===== src/rtl/bcd_tick_counter_pkg.sv =====
// Shared definitions for the BCD tick counter slice.
// - FSM state encoding (IDLE/RUN/PAUSE/DONE)
// - Active-low seven-segment constants (DE10-Lite order gfedcba)
// - Two-digit BCD value type with increment/decrement helpers
package bcd_tick_counter_pkg;

    localparam logic [1:0] S_IDLE  = 2'd0;
    localparam logic [1:0] S_RUN   = 2'd1;
    localparam logic [1:0] S_PAUSE = 2'd2;
    localparam logic [1:0] S_DONE  = 2'd3;

    typedef enum logic [1:0] {
        StIdle  = S_IDLE,
        StRun   = S_RUN,
        StPause = S_PAUSE,
        StDone  = S_DONE
    } state_e;

    localparam logic [6:0] SEG_BLANK = 7'b1111111;
    localparam logic [6:0] SEG_ZERO  = 7'b1000000;

    typedef struct packed {
        logic [3:0] tens;
        logic [3:0] ones;
    } bcd2_t;

    localparam bcd2_t BCD_ZERO = '0;

    // Ones digit rolls 9 -> 0 and carries into tens.
    function automatic bcd2_t bcd_inc(input bcd2_t v);
        bcd2_t r;
        if (v.ones == 4'd9) begin
            r.ones = 4'd0;
            r.tens = v.tens + 4'd1;
        end else begin
            r.ones = v.ones + 4'd1;
            r.tens = v.tens;
        end
        return r;
    endfunction

    // Ones digit rolls 0 -> 9 and borrows from tens.
    function automatic bcd2_t bcd_dec(input bcd2_t v);
        bcd2_t r;
        if (v.ones == 4'd0) begin
            r.ones = 4'd9;
            r.tens = v.tens - 4'd1;
        end else begin
            r.ones = v.ones - 4'd1;
            r.tens = v.tens;
        end
        return r;
    endfunction

endpackage


===== src/rtl/bcd_tick_counter_if.sv =====
// Control and display bundle of the BCD tick counter.
// master: drives tick_clk/start/stop/clear/up_down/wrap_en, observes counter outputs.
// slave : the counter itself.
interface bcd_tick_counter_if;

    logic       tick_clk;
    logic       start;
    logic       stop;
    logic       clear;
    logic       up_down;
    logic       wrap_en;
    logic [3:0] count_ones;
    logic [3:0] count_tens;
    logic [6:0] hex0;
    logic [6:0] hex1;
    logic       running;
    logic       done;
    logic       tc_pulse;

    modport master (
        output tick_clk, start, stop, clear, up_down, wrap_en,
        input  count_ones, count_tens, hex0, hex1, running, done, tc_pulse
    );

    modport slave (
        input  tick_clk, start, stop, clear, up_down, wrap_en,
        output count_ones, count_tens, hex0, hex1, running, done, tc_pulse
    );

endinterface


===== src/rtl/seg7_decode.sv =====
// BCD digit to active-low seven-segment decode (segment order gfedcba).
// Ports: bcd_i - 4-bit digit; seg_o - segments, low = lit. Codes 10..15 blank.
module seg7_decode
    import bcd_tick_counter_pkg::*;
(
    input  logic [3:0] bcd_i,
    output logic [6:0] seg_o
);

    always_comb begin
        seg_o = SEG_BLANK;
        case (bcd_i)
            4'd0:    seg_o = SEG_ZERO;
            4'd1:    seg_o = 7'b1111001;
            4'd2:    seg_o = 7'b0100100;
            4'd3:    seg_o = 7'b0110000;
            4'd4:    seg_o = 7'b0011001;
            4'd5:    seg_o = 7'b0010010;
            4'd6:    seg_o = 7'b0000010;
            4'd7:    seg_o = 7'b1111000;
            4'd8:    seg_o = 7'b0000000;
            4'd9:    seg_o = 7'b0010000;
            default: seg_o = SEG_BLANK;
        endcase
    end

endmodule


===== src/rtl/bcd_tick_counter.sv =====
// Two-digit BCD counter advanced by rising edges of a divided clock.
// Ports: clk_in - system clock; reset - async active-low reset;
//        bus    - slave side of bcd_tick_counter_if (tick_clk, run controls,
//                 BCD digits, HEX displays, running/done/tc_pulse status).
// tick_clk is treated as asynchronous data: synchronised, then edge-detected.
module bcd_tick_counter
    import bcd_tick_counter_pkg::*;
#(
    parameter int unsigned MAX_COUNT   = 59,  // terminal value, 1..99
    parameter int unsigned SYNC_STAGES = 2    // must be >= 2
) (
    input  logic                clk_in,
    input  logic                reset,
    bcd_tick_counter_if.slave   bus
);

    localparam bcd2_t MAX_BCD = '{tens: 4'(MAX_COUNT / 10), ones: 4'(MAX_COUNT % 10)};

    // ---------------------------------------------------------------------
    // Synchroniser and rising-edge detect
    // ---------------------------------------------------------------------
    logic [SYNC_STAGES-1:0] sync_q;
    logic                   hist_q;
    logic                   tick;

    always_ff @(posedge clk_in or negedge reset) begin
        if (!reset) begin
            sync_q <= '0;
            hist_q <= 1'b0;
        end else begin
            sync_q <= {sync_q[SYNC_STAGES-2:0], bus.tick_clk};
            hist_q <= sync_q[SYNC_STAGES-1];
        end
    end

    assign tick = sync_q[SYNC_STAGES-1] & ~hist_q;

    // ---------------------------------------------------------------------
    // Count step helpers
    // ---------------------------------------------------------------------
    state_e state_q;
    bcd2_t  cnt_q;
    logic   running_q;
    logic   done_q;
    logic   tc_q;

    logic   at_term;
    bcd2_t  step_cnt;
    bcd2_t  wrap_cnt;

    always_comb begin
        at_term  = bus.up_down ? (cnt_q == MAX_BCD) : (cnt_q == BCD_ZERO);
        wrap_cnt = bus.up_down ? BCD_ZERO : MAX_BCD;
        if (bus.up_down) begin
            // Digits are always 0..9, so a packed compare orders BCD values correctly.
            step_cnt = (cnt_q > MAX_BCD) ? BCD_ZERO : bcd_inc(cnt_q);
        end else begin
            step_cnt = bcd_dec(cnt_q);
        end
    end

    // ---------------------------------------------------------------------
    // Control FSM with registered outputs; priority clear > stop > start
    // ---------------------------------------------------------------------
    always_ff @(posedge clk_in or negedge reset) begin
        if (!reset) begin
            state_q   <= StIdle;
            cnt_q     <= BCD_ZERO;
            running_q <= 1'b0;
            done_q    <= 1'b0;
            tc_q      <= 1'b0;
        end else begin
            tc_q <= 1'b0;
            if (bus.clear) begin
                state_q   <= StIdle;
                cnt_q     <= BCD_ZERO;
                running_q <= 1'b0;
                done_q    <= 1'b0;
            end else begin
                case (state_q)
                    StIdle: begin
                        if (!bus.stop && bus.start) begin
                            state_q   <= StRun;
                            running_q <= 1'b1;
                        end
                    end
                    StRun: begin
                        if (bus.stop) begin
                            // A tick landing with stop is dropped, not deferred.
                            state_q   <= StPause;
                            running_q <= 1'b0;
                        end else if (tick) begin
                            if (at_term) begin
                                tc_q <= 1'b1;
                                if (bus.wrap_en) begin
                                    cnt_q <= wrap_cnt;
                                end else begin
                                    state_q   <= StDone;
                                    running_q <= 1'b0;
                                    done_q    <= 1'b1;
                                end
                            end else begin
                                cnt_q <= step_cnt;
                            end
                        end
                    end
                    StPause: begin
                        if (bus.start && !bus.stop) begin
                            state_q   <= StRun;
                            running_q <= 1'b1;
                        end
                    end
                    StDone: begin
                        // Only clear leaves DONE.
                    end
                    default: begin
                        state_q   <= StIdle;
                        running_q <= 1'b0;
                        done_q    <= 1'b0;
                    end
                endcase
            end
        end
    end

    // ---------------------------------------------------------------------
    // Outputs
    // ---------------------------------------------------------------------
    assign bus.count_ones = cnt_q.ones;
    assign bus.count_tens = cnt_q.tens;
    assign bus.running    = running_q;
    assign bus.done       = done_q;
    assign bus.tc_pulse   = tc_q;

    seg7_decode u_seg_ones (
        .bcd_i (cnt_q.ones),
        .seg_o (bus.hex0)
    );

    seg7_decode u_seg_tens (
        .bcd_i (cnt_q.tens),
        .seg_o (bus.hex1)
    );

endmodule


===== src/flat_wrapper.sv =====
// flat-port wrapper written by rule: the top's interface ports become plain ports
module bcd_tick_counter_flat import bcd_tick_counter_pkg::*;
#(
    parameter int unsigned MAX_COUNT   = 59,                          
    parameter int unsigned SYNC_STAGES = 2                   
)
  (clk_in, reset, bus_tick_clk, bus_start, bus_stop, bus_clear, bus_up_down, bus_wrap_en, bus_count_ones, bus_count_tens, bus_hex0, bus_hex1, bus_running, bus_done, bus_tc_pulse);
  bcd_tick_counter_if bus_i ();
  input  logic clk_in;
  input  logic reset;
  input wire logic [$bits(bus_i.tick_clk)-1:0] bus_tick_clk;
  input wire logic [$bits(bus_i.start)-1:0] bus_start;
  input wire logic [$bits(bus_i.stop)-1:0] bus_stop;
  input wire logic [$bits(bus_i.clear)-1:0] bus_clear;
  input wire logic [$bits(bus_i.up_down)-1:0] bus_up_down;
  input wire logic [$bits(bus_i.wrap_en)-1:0] bus_wrap_en;
  output wire logic [$bits(bus_i.count_ones)-1:0] bus_count_ones;
  output wire logic [$bits(bus_i.count_tens)-1:0] bus_count_tens;
  output wire logic [$bits(bus_i.hex0)-1:0] bus_hex0;
  output wire logic [$bits(bus_i.hex1)-1:0] bus_hex1;
  output wire logic [$bits(bus_i.running)-1:0] bus_running;
  output wire logic [$bits(bus_i.done)-1:0] bus_done;
  output wire logic [$bits(bus_i.tc_pulse)-1:0] bus_tc_pulse;
  assign bus_i.tick_clk = bus_tick_clk;
  assign bus_i.start = bus_start;
  assign bus_i.stop = bus_stop;
  assign bus_i.clear = bus_clear;
  assign bus_i.up_down = bus_up_down;
  assign bus_i.wrap_en = bus_wrap_en;
  assign bus_count_ones = bus_i.count_ones;
  assign bus_count_tens = bus_i.count_tens;
  assign bus_hex0 = bus_i.hex0;
  assign bus_hex1 = bus_i.hex1;
  assign bus_running = bus_i.running;
  assign bus_done = bus_i.done;
  assign bus_tc_pulse = bus_i.tc_pulse;
  bcd_tick_counter #(.MAX_COUNT(MAX_COUNT), .SYNC_STAGES(SYNC_STAGES)) u_core (.clk_in(clk_in), .reset(reset), .bus(bus_i));
endmodule

===== config.mk =====
export PLATFORM = sky130hd
export DESIGN_NAME = bcd_tick_counter_flat
export DESIGN_NICKNAME = d
export VERILOG_FILES = /design/src/rtl/bcd_tick_counter_pkg.sv /design/src/rtl/bcd_tick_counter_if.sv /design/src/rtl/seg7_decode.sv /design/src/rtl/bcd_tick_counter.sv /design/src/flat_wrapper.sv
export SDC_FILE = /design/constraint.sdc
export NUM_CORES = 1
export LEC_CHECK = 0
export BUFFER_PORTS_ARGS = -buffer_cell sky130_fd_sc_hd__buf_2
export CAP_MARGIN = 10
export CORE_UTILIZATION = 45
export CTS_BUF_LIST = sky130_fd_sc_hd__clkbuf_16
export DETAILED_ROUTE_END_ITERATION = 12
export PLACE_DENSITY = 0.68
export SKIP_LAST_GASP = 1
export SLEW_MARGIN = 20
export SYNTH_ARGS = -nofsm -noshare
export SYNTH_HDL_FRONTEND = slang
export SYNTH_HIERARCHICAL = 1
export SYNTH_SLANG_ARGS = --single-unit

===== constraint.sdc =====
create_clock -name clk_in -period 5.7 [get_ports clk_in]
set_clock_uncertainty 0.1 [all_clocks]
set_input_delay 0.57 -clock clk_in [delete_from_list [all_inputs] [get_ports clk_in]]
set_output_delay 0.57 -clock clk_in [all_outputs]
set_load 0.01 [all_outputs]

After elaboration in Yosys (flattened, before gate mapping)
Memory sizes are Yosys's and may differ from the RTL's.
Cells that the tools add are included.
{"block": "classes", "add_sub_neg": 4, "mul": 0, "div_mod_pow": 0, "n_lt_le_gt_ge": 1, "n_eq_ne": 12, "n_shift": 0, "n_mux": 37, "n_bitwise": 2, "reduce_logical": 15}
{"operator": "2-to-1 mux 8 bit", "count": 10}
{"operator": "2-to-1 mux 1 bit", "count": 18}
{"operator": "2-to-1 mux 2 bit", "count": 6}
{"operator": "AND reduction 5 bit", "count": 2}
{"operator": "adder 4 x 1 -> 4 bit, second input constant", "count": 2}
{"operator": "== test 8 x 7 -> 1 bit, second input constant", "count": 1}
{"operator": "greater-than comparator 8 x 7 -> 1 bit, second input constant", "count": 1}
{"operator": "logical NOT 8 bit", "count": 1}
{"operator": "inequality test 4 x 3 -> 1 bit, second input constant", "count": 2}
{"operator": "subtractor 4 x 1 -> 4 bit, second input constant", "count": 2}
{"operator": "2-to-1 mux 7 bit", "count": 1}
{"operator": "AND reduction 6 bit", "count": 1}
{"operator": "nonzero test 2 bit", "count": 3}
{"operator": "inequality test 5 x 2 -> 1 bit, second input constant", "count": 1}
{"operator": "== test 4 bit, second input constant", "count": 1}
{"operator": "logical NOT 4 bit", "count": 1}
{"operator": "inequality test 4 bit, second input constant", "count": 1}
{"operator": "one-hot mux 2 bit (2 select lines)", "count": 1}
{"operator": "AND reduction 4 bit", "count": 1}
{"operator": "nonzero test 4 bit", "count": 1}
{"operator": "inequality test 3 x 1 -> 1 bit, second input constant", "count": 1}
{"operator": "inequality test 3 bit, second input constant", "count": 1}
{"operator": "nonzero test 3 bit", "count": 1}
{"operator": "== test 2 x 1 -> 1 bit, second input constant", "count": 1}
{"operator": "other kinds (10)", "count": 10}
{"block": "totals", "regBits": 16, "latchBits": 0, "mem_bits_rw": 0, "rom_bits": 224, "out_inout_bits": 25, "elab_cells": 81, "mem_count": 2}
{"name": "(name not given)", "depth": 16, "word_bits": 7, "rd": 1, "rd_ports_with_merged_regs": 0, "write_ports": 0, "line_no": "seg7_decode.sv:12", "source": "case (bcd_i)"}
{"name": "(name not given)", "depth": 16, "word_bits": 7, "rd": 1, "rd_ports_with_merged_regs": 0, "write_ports": 0, "line_no": "seg7_decode.sv:12"}

Logic depth before layout (Yosys ltp)
{"block": "depth", "ltp_word": 9, "ltp_mapped": 7, "mapped_depth_nobuf": 7}

Hierarchy
The synthesis kept the hierarchy.
{"module": "bcd_tick_counter", "instances": 1, "cells_each": 138, "area_each_um2": 1194.9, "seq_area_each_um2": 400.4}
{"module": "seg7_decode", "instances": 2, "cells_each": 33, "area_each_um2": 210.2, "seq_area_each_um2": 0.0}

Least setup slack after synthesis
Ideal clock, no wire load.
{"block": "synth_timing", "path_type": "reg2reg", "from": "register u_core.cnt_q (netlist bit u_core/bus.count_ones[3])", "to": "register u_core.cnt_q (netlist bit u_core/bus.count_tens[3])", "t_arrival_ns": 1.894, "t_required_ns": 5.475, "slack_ns": 3.581, "path_stages_with_launch": 8, "path_buffers": 2, "synth_period_minus_slack_ns": 2.119, "path_cell_list": "dfrtp_1 > buf_6 > or4_4 > buf_6 > o211ai_2 > o311a_2 > nand2_2 > mux2_4"}
{"block": "synth_via", "elab_chain_cells": 8, "elab_cells_between_ends": 17, "cone_classes": "order compare (1); eq/ne (4); mux (8); reduce/logical (4)"}
{"element": "start: declaration", "line_no": "bcd_tick_counter.sv:42", "source": "bcd2_t cnt_q;"}
{"element": "start signal: assignment", "line_no": "bcd_tick_counter.sv:96", "source": "cnt_q <= wrap_cnt;"}
{"element": "start signal: assignment", "line_no": "bcd_tick_counter.sv:103", "source": "cnt_q <= step_cnt;"}
{"element": "greater-than comparator 8 x 7 -> 1 bit", "line_no": "bcd_tick_counter.sv:56", "source": "step_cnt = (cnt_q > MAX_BCD) ? BCD_ZERO : bcd_inc(cnt_q);"}
{"element": "2-to-1 mux 8 bit", "line_no": "bcd_tick_counter.sv:56"}
{"element": "2-to-1 mux 8 bit", "line_no": "bcd_tick_counter.sv:54", "source": "if (bus.up_down) begin"}
{"element": "2-to-1 mux 8 bit", "line_no": "bcd_tick_counter.sv:93", "source": "if (at_term) begin"}
{"element": "2-to-1 mux 8 bit", "line_no": "bcd_tick_counter.sv:92", "source": "end else if (tick) begin"}
{"element": "2-to-1 mux 8 bit", "line_no": "bcd_tick_counter.sv:88", "source": "if (bus.stop) begin"}
{"element": "2-to-1 mux 8 bit", "line_no": "bcd_tick_counter.sv:80", "source": "case (state_q)"}
{"element": "2-to-1 mux 8 bit", "line_no": "bcd_tick_counter.sv:74", "source": "if (bus.clear) begin"}
Parallel ways exist; a longest one is shown, timed or not. The select of a mux whose other input is x is not followed.
A chain may end at the register's enable or synchronous reset.

Final worst setup path
{"block": "layout_timing", "from": "register u_core.cnt_q (netlist bit u_core/bus.count_ones[1])", "to": "output port bus_hex0[3]"}
{"block": "layout_via", "elab_chain_cells": 1}
{"element": "memory read (16 x 7 bit)"}
{"element": "end: declaration", "line_no": "flat_wrapper.sv:19", "source": "output wire logic [$bits(bus_i.hex0)-1:0] bus_hex0;"}
Every way passes these cells.

==> key figures <==
Power and ir drop
  – Total Power: 0.000935 W
  – Sw Share: 0.485
  – Lkg Pwr: 0.820 nW
  – Int Pwr: 0.000481 W
  – Power Density: 511 nW/um^2
  – Peak supply drop: about 0.21 mV
  – Register share of total power: 0.258
  – Clock share of power: 0.143
  – Switching power: 0.000453 W
  – Combinational power share: 0.599

Clock tree
  – CTS tree: built
  – # clock sinks: 16
  – Clk pin slew, worst setup/hold paths: 0.05 ns
  – CTS root buf: clkbuf_16
  – Setup Buffers After CTS: 0
  – Hold-fix buffers at CTS: 0
  – Post-CTS sizing: 0
  – Clk buf depth: 2
  – Clk_lat worst skew: between 0.2 and 0.25 ns
  – CTS H-tree depth: 1
  – Cts bufs inserted: 3

Detailed routing
  – Via/cell ratio: around 5.7
  – DR iter-0 viols: 129
  – Drt pass-1 iters: 4
  – DR vias: 1,564
  – Final wirelength: roughly 3700 um
  – DRC: 0
  – Post-DRT Antenna Nets: 0
  – WL/cell: 13.7 um

Critical path
  – CP Capture Type: output port
  – CP arrival: 1.91 ns
  – Worst Setup Start Kind: register
  – Crit path kind: register to output port
  – Worst EP required: 5.03 ns
  – Reg2Reg Launch Point: u_core/bus.count_tens[1]
  – Slowest cell on crit path: dfrtp_1
  – Crit. Startpoint: u_core/bus.count_ones[1]
  – Critical path cell sequence: inv_1 > ha_1 > or2_1 > a21oi_2 > a31oi_1 > buf_2
  – Slowest cell delay on critical path: 0.67 ns
  – Max FO, Critical Path: 18

Global route
  – Met2 Usage GRT: 0.346
  – Number of global-route vias before repair: 1,343
  – Grt total ovfl: 0
  – Largest net degree at the start of global routing: 25
  – Met1 GRT Util: 0.297
  – Antenna violations before repair: 0
  – Grt met3 use: 0.0228
  – Grt peak-use layer: met2
  – First-pass GRT wire length: 6080 um
  – Gr usage total: 0.211

Synthesis
  – Cell area after synthesis: 1620 sq um
  – Top FF cell, synth: dfrtp_1
  – Ys Warns: 6
  – Yosys top cell by area: dfrtp_1
  – Yosys cell types: 51
  – Post-Syn Nets: 226
  – Seq/Total Area, Yosys: 0.248
  – Leading post-synthesis cells by cell area: dfrtp_1 25%, ha_1 11%, o21ai_0 6.8%
  – Asr flop ratio synth: 1.00
  – Most numerous cell in the Yosys netlist: o21ai_0
  – EDFF count, synth: 0
  – Syn Inst Count: 204
  – Top-area cell type share of the netlist area: 0.248
  – Avg Cell Area, Syn: 7.92 sq um
  – Top post-synthesis cells by count: 22 x o21ai_0, 19 x nor2_1, 17 x inv_1
  – Seq cells post-synth: 16

Layout
  – Final nets: 250
  – Fill cells: about 320
  – Layout cells sized above 1: 0.198
  – Area growth syn-to-layout: 13.2%
  – # diodes: 0
  – Fin util: 0.539
  – Layout Cells excl Fill: between 200 and 300

Die
  – Die height: around 62 um
  – Die Wd: 61.9 um
  – Starting Density: 0.477
  – Ports: 33
  – Num rows: 21
  – Die ar.: 3830 sq um
  – Core Footprint: 3390 sq um

Placement
  – Gpl congestion: a little over 0.8
  – Placed Cells incl. Taps: 269
  – IO buf count: 32
  – Post-DP HPWL: approximately 2500 um

STA
  – Post-Route Setup TNS: 0 ns
  – Least-Margin Pin Slew: 0.694 ns
  – Final Max Slew Viols: 0
  – Slew Limit Headroom: 0.538
  – Final setup violation count: 0
  – Part of the cycle the worst path needs: 0.453
  – RSZ-0062 raised after global routing: no
  – Fmax: 388 MHz
  – Min cycle time layout: 2.58 ns
  – Hold Fails Final Rpt: 0

Run
  – Max_cap viols: 0

Outcome
  – Status: finished, final reports clean

Worst hold path
  – Hold Path Class: input pin to asynchronous set/reset pin
-- flip-flops by register name, summed over array words and instances (netlist names) --
register               flops
u_core/hist_q              1
u_core/bus.done            1
u_core/bus.running         1
u_core/state_q             2
u_core/bus.tc_pulse        1
u_core/bus.count_ones      4
u_core/bus.count_tens      4
u_core/sync_q              2
-- logic make-up (layout without fill, tap and decap cells) --
kind of cell	after synthesis	count (layout)	synth area share
and+or+nand+nor	73	73	0.256
adders and majority gates	14	14	0.108
DFF	16	16	0.248
AOI/OAI and AO/OA	67	67	0.269
muxes	4	4	0.0279
buffers and inverters	30	53	0.0914
-- worst max-delay path, delay by kind of cell (launching register included) --
family                   cells  cell delay (ns)
buffers and inverters        2             0.35
adder cells (fa/ha/maj)      1             0.21
AND/OR/NAND/NOR              1             0.23
AO/OA/AOI/OAI                2             0.20
flip-flops                   1             0.67
-- layer usage --
metal  vias to the layer above  wire length, um
li1                        774                -
met1                       708             1740
met2                        66             1690
met3                        16              232
met4                         0               65
met5                         -                0
-- path summary, 6_finish.rpt --
check                                                end  slack [ns]  cells after the start
worst max-delay path                         bus_hex0[3]        3.12                      6
worst min-delay path            u_core/bus.count_ones[3]        0.13                      1
worst max register to register  u_core/bus.count_tens[1]        3.16                      7
worst min register to register          u_core/sync_q[1]        0.25                      0
max in group asynchronous       u_core/bus.count_tens[2]        5.11                      1
min in group clk_in                     u_core/sync_q[1]        0.25                      0
-- layout by cell type (no fill, tap or decap), types with 2 or more instances in the layout --
master     count
buf_2         32
o21ai_0       22
nor2_1        19
inv_1         17
dfrtp_1       16
ha_1          14
nand2_1       13
a21oi_1       13
nand2b_1       9
nand3_1        5
a31oi_1        5
o2bb2ai_1      4
clkbuf_16      3
nor2b_1        3
nor3_1         3
o211ai_1       3
mux2i_1        3
nand4_1        3
o32ai_1        2
o31ai_1        2
o22ai_1        2
a211oi_1       2
or2b_1         2
or2_1          2
a21oi_2        2
-- power by group through the flow --
stage	Clock, W	Combinational (W)	Sequential, W
floorplan	0	0.000466	0.000187
finish	0.000134	0.000560	0.000241
global route	0.000141	0.000632	0.000255
CTS	0.000137	0.000555	0.000240
detailed placement	0	0.000548	0.000242
global placement	0	0.000548	0.000239
-- stage by stage --
| stage | hold WS, ns | worst slack (ns) | instance area [sq um] |
|---|---|---|---|
| after floorplan | 0.174 | 3.58 | 1620 |
| after global placement | 0.238 | 3.32 | 1750 |
| after detailed placement | 0.239 | 3.29 | 1750 |
| after CTS | 0.140 | 3.13 | 1830 |
| after global routing | 0.159 | 2.95 | 1830 |
| final | 0.131 | 3.12 | 1830 |
-- final cells by class --
type	count	area, sq um	area share
Multi-Input combinational cell	158	1070	0.584
Clock inverter	1	3.75	0.00205
Timing Repair Buffer	32	160	0.0876
Tap cell	46	57.6	0.0315
Inverter	17	63.8	0.0349
Clock buffer	3	75.1	0.0411
Sequential cell	16	400	0.219
No activity file was read; power rests on OpenSTA's default activity.
